## src/rtl/fetch_unit.sv

```systemverilog
// fetch_unit: instruction-fetch stage of the single-cycle core.
// Owns the PC, fetches each instruction over a req/ack handshake, holds it
// for decode/execute and selects the next PC when execute completes.
// Optional feature macro: FETCH_ALIGN_CHECK_EN (misaligned next-PC -> fetch error).
//
// Handshake: in REQ, o_imem_req is high and o_imem_addr (== o_pc) is held
// constant; the memory completes the fetch by raising i_imem_ack together with
// i_imem_rdata for one cycle. i_imem_ack outside REQ and i_ex_done outside
// HOLD are ignored.

module fetch_unit #(
    parameter logic [31:0] RESET_PC    = 32'h0000_0000,
    parameter int          ACK_TIMEOUT = 16
) (
    input  logic        i_clk,
    input  logic        i_rst,
    output logic        o_imem_req,
    output logic [31:0] o_imem_addr,
    input  logic        i_imem_ack,
    input  logic [31:0] i_imem_rdata,
    output logic [31:0] o_inst,
    output logic        o_inst_valid,
    output logic [31:0] o_pc,
    output logic [31:0] o_pc4,
    input  logic        i_ex_done,
    input  logic        i_npc_op,
    input  logic        i_pc_sel,
    input  logic [31:0] i_imm,
    input  logic [31:0] i_alu_c,
    output logic        o_fetch_err,
    output logic [1:0]  o_state
);

    typedef enum logic [1:0] {
        S_REQ  = 2'd0,
        S_HOLD = 2'd1,
        S_ERR  = 2'd2
    } state_t;

    localparam logic [31:0] NOP_INST     = 32'h0000_0013;
    // Last counter value still allowed to wait; an ack here still wins.
    localparam logic [7:0]  TIMEOUT_LAST = 8'(ACK_TIMEOUT - 1);

    state_t      r_state;
    logic [31:0] r_pc;
    logic [31:0] r_inst;
    logic        r_inst_valid;
    logic        r_fetch_err;
    logic [7:0]  r_cnt;

    logic [31:0] w_npc_raw;
    logic [31:0] w_npc_aligned;
`ifdef FETCH_ALIGN_CHECK_EN
    logic        w_npc_misaligned;
`endif

    // Next-PC selection: JALR target beats PC+imm beats PC+4.
    always_comb begin
        w_npc_raw = r_pc + 32'd4;
        if (i_pc_sel) begin
            w_npc_raw = i_alu_c & ~32'h1;
        end else if (i_npc_op) begin
            w_npc_raw = r_pc + i_imm;
        end
    end

    assign w_npc_aligned = w_npc_raw & ~32'h3;
`ifdef FETCH_ALIGN_CHECK_EN
    assign w_npc_misaligned = (w_npc_raw != w_npc_aligned);
`endif

    // Fetch FSM: PC, held instruction, valid/error flags and timeout counter.
    always_ff @(posedge i_clk) begin
        if (i_rst) begin
            r_state      <= S_REQ;
            r_pc         <= RESET_PC;
            r_inst       <= NOP_INST;
            r_inst_valid <= 1'b0;
            r_fetch_err  <= 1'b0;
            r_cnt        <= 8'd0;
        end else begin
            case (r_state)
                S_REQ: begin
                    if (i_imem_ack) begin
                        r_inst       <= i_imem_rdata;
                        r_inst_valid <= 1'b1;
                        r_cnt        <= 8'd0;
                        r_state      <= S_HOLD;
                    end else if (r_cnt == TIMEOUT_LAST) begin
                        r_cnt        <= 8'd0;
                        r_fetch_err  <= 1'b1;
                        r_state      <= S_ERR;
                    end else begin
                        r_cnt        <= r_cnt + 8'd1;
                    end
                end
                S_HOLD: begin
                    if (i_ex_done) begin
                        r_inst_valid <= 1'b0;
`ifdef FETCH_ALIGN_CHECK_EN
                        if (w_npc_misaligned) begin
                            // Keep the faulting instruction's address in r_pc.
                            r_fetch_err <= 1'b1;
                            r_state     <= S_ERR;
                        end else begin
                            r_pc    <= w_npc_aligned;
                            r_state <= S_REQ;
                        end
`else
                        r_pc    <= w_npc_aligned;
                        r_state <= S_REQ;
`endif
                    end
                end
                S_ERR: begin
                    r_inst_valid <= 1'b0;
                    r_fetch_err  <= 1'b1;
                end
                default: begin
                    r_inst_valid <= 1'b0;
                    r_fetch_err  <= 1'b1;
                    r_state      <= S_ERR;
                end
            endcase
        end
    end

    // Request is suppressed while reset is held so the reset cycle never fetches.
    assign o_imem_req   = (r_state == S_REQ) && !i_rst;
    assign o_imem_addr  = r_pc;
    assign o_inst       = r_inst;
    assign o_inst_valid = r_inst_valid;
    assign o_pc         = r_pc;
    assign o_pc4        = r_pc + 32'd4;
    assign o_fetch_err  = r_fetch_err;
    assign o_state      = r_state;

endmodule

```

## config.mk

```make
export PLATFORM = sky130hd
export DESIGN_NAME = fetch_unit
export DESIGN_NICKNAME = d
export VERILOG_FILES = /design/src/rtl/fetch_unit.sv
export SDC_FILE = /design/constraint.sdc
export NUM_CORES = 1
export LEC_CHECK = 0
export CORE_ASPECT_RATIO = 0.9
export CORE_UTILIZATION = 44
export CTS_BUF_LIST = sky130_fd_sc_hd__clkbuf_16
export CTS_CLUSTER_SIZE = 8
export DETAILED_ROUTE_END_ITERATION = 6
export PLACE_DENSITY_LB_ADDON = 0.05
export SLEW_MARGIN = 20
export SYNTH_ARGS = -nofsm -noshare
export SYNTH_HDL_FRONTEND = slang
export SYNTH_SLANG_ARGS = --single-unit
```

## constraint.sdc

```tcl
create_clock -name i_clk -period 3.45 [get_ports i_clk]
set_input_delay 0.69 -clock i_clk [delete_from_list [all_inputs] [get_ports i_clk]]
set_output_delay 0.69 -clock i_clk [all_outputs]
set_load 0.03 [all_outputs]
```

# After elaboration in Yosys (flattened, before gate mapping)
# Index checks and enable logic that the tools add are counted.
[totals]
ram_bits = 0
reg_bits = 74
romBits = 0
latchBits = 0
in_bits = 102
output_inout_bits = 133
memories = 0
wordCells = 41
[classes]
n_addsub = 3
bitwise_logic = 2
reduce_logical = 8
eq_ne = 8
n_div = 0
mux = 14
multipliers = 0
n_lt_le_gt_ge = 0
n_shift = 0
[op_table]
columns = ["op", "count"]
rows = [
  ["$mux 32", 2],
  ["$add 32x3->32 const B", 1],
  ["$add 32x32->32", 1],
  ["$mux 8", 2],
  ["$add 8x1->8 const B", 1],
  ["$eq 8x4->1 const B", 1],
  ["$ne 2x2->1 const B", 4],
  ["$mux 2", 3],
  ["$pmux 2 s3", 1],
  ["$reduce_and 2->1", 3],
  ["$reduce_and 3->1", 2],
  ["$mux 1", 4],
  ["$pmux 1 s2", 2],
  ["$ne 3x3->1 const B", 1],
  ["$eq 2x1->1 const B", 1],
  ["$eq 2x2->1 const B", 1],
  ["$logic_not 2->1", 1],
  ["$not 1->1", 2],
  ["$logic_and 1x1->1", 1],
  ["$logic_not 1->1", 1],
]

# Logic depth before layout (Yosys ltp)
[depth]
depth_word = 4
depth_mapped = 10
ltp_nobuf = 10

# Worst setup path after synthesis
# Ideal clock, no wire load.
[synth_timing]
path_kind = "register -> output"
startpoint = "register r_pc[3] (netlist: o_imem_addr[3])"
endpoint = "output o_pc4[26]"
n_path_buf = 0
setup_slack_ns = 0.410
stages_incl_launch_ff = 8
t_arrival_ns = 2.350
required_ns = 2.760
path_cell_list = "dfxtp_1 > ha_1 > nand3_1 > nor2_1 > and4_1 > nor3b_2 > nand2_1 > xnor2_1"
[synth_between]
elab_chain_cells = 1
[synth_rtl]
columns = ["element", "line_no", "text"]
rows = [
  ["start: declaration", "45", "logic [31:0] r_pc;"],
  ["start signal: assignment", "110", "r_pc <= w_npc_aligned;"],
  ["$add 32x3->32", "134", "assign o_pc4 = r_pc + 32'd4;"],
  ["end: declaration", "24", "output logic [31:0] o_pc4,"],
]
# Every way passes these cells.

# Worst setup path after layout
[layout_timing]
startpoint = "register r_pc[3] (netlist: o_imem_addr[3])"
endpoint = "output o_pc4[27]"
# Same word-level chain as after synthesis.

==> out/metrics.cfg <==
[grt]
grt_overflow = 0
grt_pass1_wl_mm = 31.10
antenna_found_initial = 0
grt_pass1_vias = 6173
track_usage_pct = 30.14
grt_max_degree = 33

[yosys]
synth-seq-cells = 74
ys_top_cells_by_area = dfxtp_1 26%, nand2_1 9.1%, a21oi_1 8.6%
synth_warnings = 0
synth_compound_area_share_pct = 24.22
synthAdderAreaFrac_pct = 7.217
yosysSeqAreaShare_pct = 26.21
async_flop_share_pct = 0
synth_edf_count = 0
netlist_instances = 778
synth.top_cell.area_share_pct = 26.21
synth_top_area_cell = dfxtp_1
synth_top_family_by_area = simple AND/OR/NAND/NOR gates
muxShareOfSynthArea_pct = 0.5313
syn-cell-area_um2 = 5652
ys_types = 72
syn_area_per_cell_um2 = 7.264
synth_top_flop_cell = dfxtp_1
synthSimpleGateAreaFrac_pct = 24.80
synth_commonest_cells = 137 x nand2_1, 97 x a21oi_1, 74 x dfxtp_1
synth_xor_xnor_area_share_pct = 8.213
synth_most_common_cell = nand2_1

[timing]
slew_headroom_pct = 29.02
worst_pin_slew_ns = 1.062
post-route-period-util_pct = 96.77
max_freq_ghz = 0.2995
timing.hold.ws_ns = 0.4501
fin_ws_ns = 0.1114
skew_ns = 0.004555
slew_viol_final = 0
finalSetupViolCount = 0
min_period_ns = 3.339
hold_violations = 0

[power]
ir_drop_v = 0.0003054
power_mw = 2.846
power.leakage_nw = 3.468
power.density_nw_per_um2 = 340.0

[detailed_routing]
wl_per_cell_um = 17.49
via_per_inst = 5.592
drt_wl_total_mm = 20.15
ant_nets = 0
vias = 6442
drc = 0
drtIter0Drc = 526
first_pass_iters = 5

[floorplan]
core_um2 = 12270
dieArea_um2 = 13300
pin_count = 235
dieHeight_um = 109.5
rows = 38
start_util_pct = 46.07
die_x_um = 121.5

[critical_path]
slowest_delay_ns = 0.45
path_class = flip-flop to output port
crit_path_end_kind = output port
cp_data_required_time_ns = 2.76
arrival_ns = 2.65
cp_cell_sequence = nand4_1 > nor2_2 > nand4_2 > nor3_2 > nand3_1 > xnor2_1 > dlygate4sd2_1
cpMaxStageDelayCell = dfxtp_1
start_kind = flip-flop
ff2ff_path_depth = 11
crit_fanout = 6

[placement]
gp_congestion = 0.9559
dp_hpwl_mm = 15.50
dpl.cell_count = 1136
port_buffers = 224
place_ws_ns = -0.1417

[layout]
final_core_util_pct = 68.23
drive_gt1_share_pct = 8.165
nFillCells = 1014
ff_latch_area_um2 = 1481
final_cells = 1152
diodes = 0
nNetsFinal = 1121
area.growth.synth_to_final_pct = 48.09
multi_input_area_um2 = 3715

[status]
status = finished, final reports clean

[hold_path]
hold_class = flip-flop to flip-flop
worstHoldPathCells = 2

[clock_network]
cts-root-buf = clkbuf_16
cts-buffers-inserted = 9
clk_pin_slew_ns = 0.06
clockBufferDepth = 2
cts_max_level = 3
insertion_delay_ns = 0.35
cts.sinks = 74
cts_tree = yes

[flow_run]
drv_cap = 0

==> flip-flops by register name, indices dropped and copies added, names as in the netlist <==
signal / cells
o_fetch_err: 1
r_cnt: 8
o_inst: 32
o_imem_addr: 30
o_inst_valid: 1
o_state: 2
==> cell families after synthesis <==
kind of cell,after synthesis
simple gates,303
compound gates,220
buf+inv,92
flops,74
xor+xnor,53
fa+ha+maj,32
mux,3
other cells,1
==> where the power goes <==
group / internal [mW] / switching (mW) / leakage, nW
Clock: 0.633 / 0.390 / 0.157
Combinational: 0.388 / 0.507 / 2.71
Sequential: 0.897 / 0.0305 / 0.604
==> cells in the final DEF, fill, tap and decap left out, types with 4 or more instances in the layout <==
master / Yosys / layout
a211oi_1: 5 / 4
a21o_1: 12 / 12
a21oi_1: 97 / 97
a31oi_1: 8 / 8
and2_1: 4 / 4
and3_1: 9 / 9
and4_1: 4 / 4
buf_4: 36 / 45
clkbuf_16: 0 / 9
clkdlybuf4s50_1: 0 / 208
conb_1: 1 / 6
dfxtp_1: 74 / 74
dlygate4sd2_1: 0 / 9
ha_1: 31 / 31
inv_1: 15 / 16
nand2_1: 137 / 137
nand3_1: 36 / 36
nand3b_1: 5 / 5
nand4_1: 10 / 10
nor2_1: 58 / 58
nor2b_1: 5 / 5
nor3_1: 10 / 10
o211ai_1: 10 / 10
o21a_1: 4 / 4
o21ai_0: 28 / 28
o21ai_1: 17 / 17
o21bai_1: 8 / 8
or3_1: 8 / 8
xnor2_1: 31 / 29
xor2_1: 22 / 22
==> worst paths after layout <==
check,start,endpoint,slack (ns)
worst max register to register,o_imem_addr[2],o_imem_addr[28],0.40
worst min register to register,o_fetch_err,o_fetch_err,0.45
worst max-delay path,o_imem_addr[3],o_pc4[27],0.11
worst min-delay path,o_fetch_err,o_fetch_err,0.45
==> per-layer routing <==
layer  GRT usage, %  wire (um)  vias up
li1               -          -     3117
met1          37.41       8601     2969
met2          50.41       9485      310
met3          5.913       1490       46
met4          13.84        575        0
met5              0          0        -
==> layout make-up <==
cell class                      count  area share [%]
Clock inverter                      7           1.121
Multi-Input combinational cell    617           44.39
Clock buffer                        9           2.691
Tap cell                          160           2.392
Sequential cell                    74           17.70
Timing Repair Buffer              269           30.99
Inverter                           16          0.7176
==> worst max-delay path, delay by kind of cell (launching register included) <==
kind | cells | cell delay (ns)
AND/OR/NAND/NOR | 5 | 1.18
flip-flops | 1 | 0.45
buffers and inverters | 1 | 0.44
XOR/XNOR | 1 | 0.23
==> metrics by stage <==
step | setup TNS, ns | area [um2]
after floorplan | 0 | 5670
after global placement | 0 | 8041
after detailed placement | -0.3024 | 8041
after CTS | 0 | 8348
after global routing | -0.0001781 | 8369
final | 0 | 8369
==> repair_timing <==
item | 4_1_cts | 5_1_grt
hold buffers | 0 | 0
cloned | 0 | 0
gates resized for setup | 10 | 7
buffers inserted | 0 | 0
endpoints found under the setup margin | 10 | 6
hold endpoints to repair | 0 | 0
Power figures use the tool's default switching activity.
